===== config.mk =====
export PLATFORM = sky130hd
export DESIGN_NAME = gb_timer
export DESIGN_NICKNAME = d
export VERILOG_FILES = /design/src/rtl/sm83_pkg.sv /design/src/rtl/timer_tick_gen.sv /design/src/rtl/gb_timer.sv
export SDC_FILE = /design/constraint.sdc
export NUM_CORES = 1
export LEC_CHECK = 0
export BUFFER_PORTS_ARGS = -buffer_cell sky130_fd_sc_hd__buf_2
export CELL_PAD_IN_SITES_DETAIL_PLACEMENT = 0
export CELL_PAD_IN_SITES_GLOBAL_PLACEMENT = 1
export CORE_MARGIN = 5
export CORE_UTILIZATION = 45
export DETAILED_ROUTE_END_ITERATION = 12
export PLACE_DENSITY_LB_ADDON = 0.1
export SETUP_SLACK_MARGIN = 0.1
export SLEW_MARGIN = 5
export SYNTH_ARGS = -nofsm -noshare
export SYNTH_HDL_FRONTEND = slang
export SYNTH_SLANG_ARGS = --single-unit

===== constraint.sdc =====
create_clock -name clk -period 4.96 [get_ports clk]
set_clock_uncertainty 0.1 [all_clocks]
set_input_delay 0.248 -clock clk [delete_from_list [all_inputs] [get_ports clk]]
set_output_delay 0.248 -clock clk [all_outputs]
set_load 0.01 [all_outputs]

===== src/rtl/sm83_pkg.sv =====
// Shared SM83 bus types plus the DIV/TIMA/TMA/TAC timer definitions.
// Address offsets, timer FSM states, TAC layout and tick-bit select.
package sm83_pkg;

    typedef logic [15:0] addr_t;
    typedef logic [7:0]  data_t;

    localparam logic [1:0] TIMER_DIV_OFS  = 2'd0;
    localparam logic [1:0] TIMER_TIMA_OFS = 2'd1;
    localparam logic [1:0] TIMER_TMA_OFS  = 2'd2;
    localparam logic [1:0] TIMER_TAC_OFS  = 2'd3;

    typedef enum logic [1:0] {
        TS_RUN,
        TS_OVF,
        TS_RELOAD
    } timer_state_t;

    typedef struct packed {
        logic       en;
        logic [1:0] clk_sel;
    } tac_t;

    // Level of the TAC-selected counter bit, gated by the enable.
    function automatic logic tick_level(logic [15:0] cnt, tac_t tac);
        logic b;
        unique case (tac.clk_sel)
            2'b00: b = cnt[9];
            2'b01: b = cnt[3];
            2'b10: b = cnt[5];
            2'b11: b = cnt[7];
        endcase
        return tac.en & b;
    endfunction

endpackage


===== src/rtl/timer_tick_gen.sv =====
// Falling-edge detector on the TAC-selected system counter bit.
// Inputs are next-state counter/TAC, so resync can load the post-write level.
module timer_tick_gen
    import sm83_pkg::*;
(
    input  logic        clk,
    input  logic        rst_n,
    input  logic [15:0] sys_cnt_i,
    input  logic [2:0]  tac_i,
    input  logic        resync_i,
    output logic        tick_o
);

    logic lvl_d;
    logic lvl_q;
    logic hist_q;
    logic tick_q;

    assign lvl_d  = tick_level(sys_cnt_i, tac_t'(tac_i));
    assign tick_o = tick_q;

    // Track current level and previous level; register the 1->0 transition.
    always_ff @(posedge clk or negedge rst_n) begin
        if (!rst_n) begin
            lvl_q  <= 1'b0;
            hist_q <= 1'b0;
            tick_q <= 1'b0;
        end else begin
            lvl_q  <= lvl_d;
            hist_q <= resync_i ? lvl_d : lvl_q;
            tick_q <= hist_q & ~lvl_q;
        end
    end

endmodule


===== src/rtl/gb_timer.sv =====
// DIV/TIMA/TMA/TAC timer bus responder with delayed TMA reload and IRQ.
// GB_TIMER_DIV_GLITCH_EN: DIV/TAC writes may cause a spurious TIMA tick.
module gb_timer
    import sm83_pkg::*;
#(
    parameter logic [15:0] BASE_ADDR = 16'hFF04
) (
    input  logic        clk,
    input  logic        rst_n,
    input  logic [15:0] r_addr,
    output logic [7:0]  r_data,
    output logic        r_hit,
    input  logic [15:0] w_addr,
    input  logic [7:0]  w_data,
    input  logic        w_wen,
    output logic        irq_timer
);

    logic [15:0]  r_ofs;
    logic [15:0]  w_ofs;
    logic         w_hit;
    logic         div_we;
    logic         tima_we;
    logic         tma_we;
    logic         tac_we;
    logic         resync;
    logic         tick;

    logic [15:0]  sys_cnt_d;
    logic [15:0]  sys_cnt_q;
    logic [2:0]   tac_d;
    logic [2:0]   tac_q;
    logic [7:0]   tima_q;
    logic [7:0]   tma_q;
    logic         irq_q;
    timer_state_t state_q;

    assign r_ofs   = r_addr - BASE_ADDR;
    assign w_ofs   = w_addr - BASE_ADDR;
    assign r_hit   = r_ofs < 16'd4;
    assign w_hit   = w_wen & (w_ofs < 16'd4);
    assign div_we  = w_hit & (w_ofs[1:0] == TIMER_DIV_OFS);
    assign tima_we = w_hit & (w_ofs[1:0] == TIMER_TIMA_OFS);
    assign tma_we  = w_hit & (w_ofs[1:0] == TIMER_TMA_OFS);
    assign tac_we  = w_hit & (w_ofs[1:0] == TIMER_TAC_OFS);

    assign sys_cnt_d = div_we ? 16'h0000 : sys_cnt_q + 16'd1;
    assign tac_d     = tac_we ? w_data[2:0] : tac_q;
    assign irq_timer = irq_q;

`ifdef GB_TIMER_DIV_GLITCH_EN
    assign resync = 1'b0;
`else
    assign resync = div_we | tac_we;
`endif

    timer_tick_gen u_tick (
        .clk       (clk),
        .rst_n     (rst_n),
        .sys_cnt_i (sys_cnt_d),
        .tac_i     (tac_d),
        .resync_i  (resync),
        .tick_o    (tick)
    );

    // Free-running system counter and TAC register.
    always_ff @(posedge clk or negedge rst_n) begin
        if (!rst_n) begin
            sys_cnt_q <= 16'h0000;
            tac_q     <= 3'b000;
        end else begin
            sys_cnt_q <= sys_cnt_d;
            tac_q     <= tac_d;
        end
    end

    // Combinational register read-back; misses float high.
    always_comb begin
        r_data = 8'hFF;
        if (r_hit) begin
            unique case (r_ofs[1:0])
                TIMER_DIV_OFS:  r_data = sys_cnt_q[15:8];
                TIMER_TIMA_OFS: r_data = tima_q;
                TIMER_TMA_OFS:  r_data = tma_q;
                TIMER_TAC_OFS:  r_data = {5'b11111, tac_q};
            endcase
        end
    end

    // TIMA counting, overflow, delayed reload and IRQ pulse.
    always_ff @(posedge clk or negedge rst_n) begin
        if (!rst_n) begin
            state_q <= TS_RUN;
            tima_q  <= 8'h00;
            tma_q   <= 8'h00;
            irq_q   <= 1'b0;
        end else begin
            irq_q <= 1'b0;
            if (tma_we) tma_q <= w_data;
            case (state_q)
                TS_RUN: begin
                    if (tima_we) begin
                        tima_q <= w_data;
                    end else if (tick) begin
                        if (tima_q == 8'hFF) begin
                            tima_q  <= 8'h00;
                            state_q <= TS_OVF;
                        end else begin
                            tima_q <= tima_q + 8'd1;
                        end
                    end
                end
                TS_OVF: begin
                    if (tima_we) begin
                        tima_q  <= w_data;
                        state_q <= TS_RUN;
                    end else begin
                        tima_q  <= tma_we ? w_data : tma_q;
                        irq_q   <= 1'b1;
                        state_q <= TS_RELOAD;
                    end
                end
                TS_RELOAD: begin
                    if (tma_we) tima_q <= w_data;
                    state_q <= TS_RUN;
                end
                default: state_q <= TS_RUN;
            endcase
        end
    end

endmodule


* Word level (Yosys, flattened, before mapping)
Index checks and enable logic that the tools add are counted.
** Storage, ports and cells
- Register bits after elaboration :: 41
- Input bits :: 43
- Output and inout bits :: 10
** Cells by class
- Add/subtract/negate cells :: 4
- Magnitude comparators :: 2
- Eq/ne operators :: 17
- Mux-type cells :: 20
- Bitwise gates (word level) :: 9
- Reduce and logical (&&, ||, !) cells :: 7
** Operators with widths (number)
- $mux 8 :: 7
- $lt 16x3->1 const B :: 2
- $pmux 8 s4 :: 1
- $sub 16x16->16 const B :: 2
- $pmux 8 s3 :: 1
- $add 16x1->16 const B :: 1
- $mux 16 :: 1
- $eq 2x2->1 const B :: 7
- $add 8x1->8 const B :: 1
- $eq 2x1->1 const B :: 4
- $eq 8x8->1 const B :: 1
- $logic_not 2->1 :: 4
- $mux 2 :: 4
- $and 1x1->1 :: 7
- $ne 2x2->1 const B :: 3
- $reduce_and 3->1 :: 2
- $pmux 1 s4 :: 1
- $pmux 2 s2 :: 1
- $mux 1 :: 3
- $mux 3 :: 1
- $ne 3x2->1 const B :: 1
- $reduce_bool 3->1 :: 1
- $ne 2x1->1 const B :: 1
- $not 1->1 :: 1
- $or 1x1->1 :: 1

* Depth between registers and ports, before layout
- Word-level depth :: 9
- Depth in mapped cells :: 9

* Modules after synthesis
A second synthesis with hierarchy kept.
** Second synthesis, totals
- Cells, all modules :: 288
- Area total of the unflattened synthesis :: 2732.6 µm²
** By module, submodules not included
- gb_timer :: times used 1, cells each 280, area an instance 2606.2 µm², sequential area each 950.9 µm²
- timer_tick_gen :: times used 1, cells each 8, area an instance 126.4 µm², sequential area each 75.1 µm²

* Worst setup path after synthesis
No wires, ideal clock.
- Path type :: input-to-reg
- From :: input w_addr[7]
- To :: register tima_q[6]
- Arrival time :: 2.331 ns
- Slack :: 2.395 ns
- Stages :: 9
- Path through :: nor4_2 -> a21oi_1 -> mux2_4 -> nor4_4 -> nor2b_2 -> or3_1 -> clkbuf_1 -> a211oi_1 -> a311oi_1
** Between the ends
- Word-level cells in the longest chain between the ends :: 7
** RTL lines
- from (decl) :: RTL line gb_timer.sv:13 : input logic [15:0] w_addr,
- $sub 16x16->16 * :: RTL line gb_timer.sv:39 : assign w_ofs = w_addr - BASE_ADDR;
- $lt 16x3->1 * :: RTL line gb_timer.sv:41 : assign w_hit = w_wen & (w_ofs < 16'd4);
- $and 1x1->1 * :: RTL line gb_timer.sv:41
- $and 1x1->1 :: RTL line gb_timer.sv:44 : assign tma_we = w_hit & (w_ofs[1:0] == TIMER_TMA_OFS);
- $mux 8 :: RTL line gb_timer.sv:118 : tima_q <= tma_we ? w_data : tma_q;
- $mux 8 :: RTL line gb_timer.sv:114 : if (tima_we) begin
- $pmux 8 s3 :: RTL line gb_timer.sv:100 : case (state_q)
- to (signal assigned) :: RTL line gb_timer.sv:103 : tima_q <= w_data;
- to (signal assigned) :: RTL line gb_timer.sv:115 : tima_q <= w_data;
- to (signal assigned) :: RTL line gb_timer.sv:118
- to (decl) :: RTL line gb_timer.sv:33 : logic [7:0] tima_q;
Every way passes the cells marked *; elsewhere a longest branch is shown, timed or not.
A chain may end at the register's enable or synchronous reset.

* Worst setup path after layout
Same ends and word-level chain as after synthesis.

==> flow_summary.yaml <==
global_routing:
  grt_overflow_total: 0
  grt_pass1_vias: 2181
  grt_pass1_wl_mm: 10.6
  grt_max_degree: 42
  track_usage_pct: 17.9
  antenna_found_initial: 0
worst_setup_path:
  worst-path-buf-inv: 1
  max_stage_delay_ns: 0.68
  reg2regPathDepth: 8
  critical_path_class: "in -> reg"
  rrSetupSlack_ns: 2.71
  crit_chain: "buf_2 -> nor4_2 -> nor4bb_1 -> and2_1 -> and4_1 -> nor3b_1 -> or3_1 -> a211oi_1 -> a311oi_1"
  cp_data_arrival_time_ns: 2.89
  r2r_start: "tima_q[1]"
  crit_family: "simple AND/OR/NAND/NOR gates"
  worst_r2r_endpoint: "tima_q[1]"
  crit_path_end_kind: "flip-flop"
  crit_path_start_kind: "primary input"
  required_ns: 5.04
  critical-path-slowest-cell: "and4_1"
  crit_fanout: 21
drt:
  dr.first_iter.drc_count: 99
  via_per_inst: 5.61
  wirelength_mm: 6.23
  vias: 2214
  remaining_drc_errors: 0
  avgRoutedWirePerCell_um: 15.8
  ant_nets: 0
  drt_pass1_iterations: 4
logic_synthesis:
  ys_seq_elements: 41
  synth_ff_type: "dfrtp_1"
  seq_area_frac_synth_pct: 39.6
  synthArstFlopShare_pct: 100
  synth_cell_types: 49
  syn_nets: 321
  syn-instance-count: 272
  syn_avg_cell_area_um2: 9.52
  synth_area_um2: 2590
  ys.warnings.count: 0
  synth-edff-count: 0
clocking:
  clock_sinks: 41
  cts_setup_buffers: 0
  cts-buffers-inserted: 5
  cts.path.max_buffers: 2
  root_buffer: "clkbuf_8"
  cts_hold_buffers: 0
  cts_tree: "yes"
  path_clk_slew_ns: 0.09
  clock_latency_ns: 0.30
  h-tree-depth: 2
  cts.repair.resized: 0
layout:
  n_antenna_cell: 0
  fill_cells: 538
  multi_input_area_um2: 1490
  nNetsFinal: 371
  layout_common_cells: "buf_2 (52), dfrtp_1 (41), nor2_1 (34)"
  area.sequential_um2: 1030
  drive_above_1_share_pct: 26.6
  final_common_cell: "buf_2"
  area_delta_synth_final_pct: 15.7
sta:
  tightestPinTransition_ns: 0.936
  timing.hold.ws_ns: -0.0153
  fmaxAchievable_mhz: 356
  rsz0062_at_grt: "false"
  slew_headroom_pct: 37.6
  finalSetupTns_ns: 0
  setup_violations: 0
  setup_ws_ns: 2.15
  final-max-slew-violation-count: 0
  period_share_pct: 56.7
  finalHoldViolCount: 32
  period_needed_ns: 2.81
status:
  outcome: "finished with violations"
  violations: "hold timing"
floorplan:
  die_x_um: 85.9
  die_h_um: 85.9
  die-area_um2: 7370
  io_pins: 53
  start_util_pct: 46.7
  fp.coreArea_um2: 5540
  num_rows: 27
pwr:
  ir_worst_vdd_mv: 0.157
  power_frac_comb_pct: 8.9
  intPower_uw: 468
  swShare_pct: 26.4
  sequentialPowerShare_pct: 55.2
  clock_power_share_pct: 35.9
  p_leak_nw: 1.33
  powerDensity_nw_per_um2: 212
  p_switching_uw: 168
worst_hold_path:
  hp-class: "in -> async"
place:
  dpl.hpwl_mm: 4.69
  preCtsSetupSlack_ns: 1.81
  portBuffers: 52
  gp_congestion: 0.800
flow_run:
  cap_viol_max_count: 0
[sequential cells by signal, indices dropped and copies added (netlist names)]
signal,flops
tma_q,8
u_tick.lvl_q,1
irq_timer,1
u_tick.hist_q,1
u_tick.tick_o,1
tac_q,3
tima_q,8
state_q,2
sys_cnt_q,16
[worst max path at each step]
stage | startpoint | endpoint | depth (start not counted)
floorplan | w_addr[7] | tima_q[6] | 9
global placement | w_addr[7] | tima_q[6] | 9
detailed placement | w_addr[7] | tima_q[6] | 9
CTS | w_addr[7] | tima_q[6] | 9
global route | w_addr[7] | tima_q[6] | 9
finish | w_addr[7] | tima_q[6] | 9
[synth_stat cells (2+ instances only)]
master	instances	share of area, %
nor2b_1	2	0.48
inv_1	10	1.4
ha_1	6	2.9
clkbuf_1	8	1.2
o21ai_1	3	0.58
o22ai_1	5	1.2
nor3b_1	2	0.58
dfrtp_1	41	40
xor2_1	11	3.7
nand3_1	13	2.5
o211ai_1	2	0.58
a31oi_1	2	0.48
a21oi_1	8	1.5
mux2i_1	5	1.9
mux2_2	13	5.7
nand2_1	26	3.8
nand2b_1	5	1.2
o31a_1	2	0.68
xnor2_1	7	2.4
a211oi_1	6	1.7
mux2_4	3	1.7
nor2_1	34	4.9
and4_1	3	1.0
o31ai_1	3	0.87
mux4_2	3	2.6
o311a_1	3	1.2
and2_1	3	0.72
nand4_1	6	1.4
o21ai_0	3	0.58
or3_1	5	1.2
nor4_2	2	0.97
nor3_1	2	0.39
and3_1	9	2.2
[cells by family after synthesis]
logic type               Yosys count  share of synthesized area (%)
AO/OA/AOI/OAI                     45                           12.3
XOR/XNOR                          18                           6.09
adder cells (fa/ha/maj)            6                           2.90
buffers and inverters             20                           3.04
flip-flops                        41                           39.6
multiplexers                      24                           11.9
AND/OR/NAND/NOR                  118                           24.2
[per-stage QoR]
| stage | instance area [µm²] | std cells | power (mW) | util [%] |
|---|---|---|---|---|
| floorplan | 2590 | 272 | 0.382 | - |
| global placement | 2910 | 387 | 0.415 | 52.5 |
| detailed placement | 2910 | 387 | 0.415 | 52.5 |
| CTS | 3000 | 395 | 0.643 | 54.1 |
| global route | 3000 | 395 | 0.669 | 54.1 |
| finish | 3000 | 395 | 0.636 | 54.1 |
[layout make-up]
class | instances | share of cell area [%]
multi-input combinational | 211 | 49.5
sequential | 41 | 34.2
timing repair buffer | 53 | 8.93
tap | 72 | 3.01
clock buffer | 5 | 2.30
inverter | 10 | 1.25
clock inverter | 3 | 0.751
[per-layer routing]
metal	wire (µm)	GRT usage (%)	vias up	part of all wire, %
li1	-	-	1078	-
met3	369	3.27	7	5.9
met4	72	4.60	0	1.2
met2	2950	28.6	66	47
met1	2840	25.0	1063	46
met5	0	0	-	0
[power groups by stage]
stage	logic, mW	clock network [mW]	registers, mW
floorplan	0.0266	0	0.355
global route	0.0655	0.251	0.352
finish	0.0569	0.228	0.351
global placement	0.0572	0	0.357
CTS	0.0582	0.234	0.351
detailed placement	0.0581	0	0.357
No activity file was read; power rests on OpenSTA's default activity.
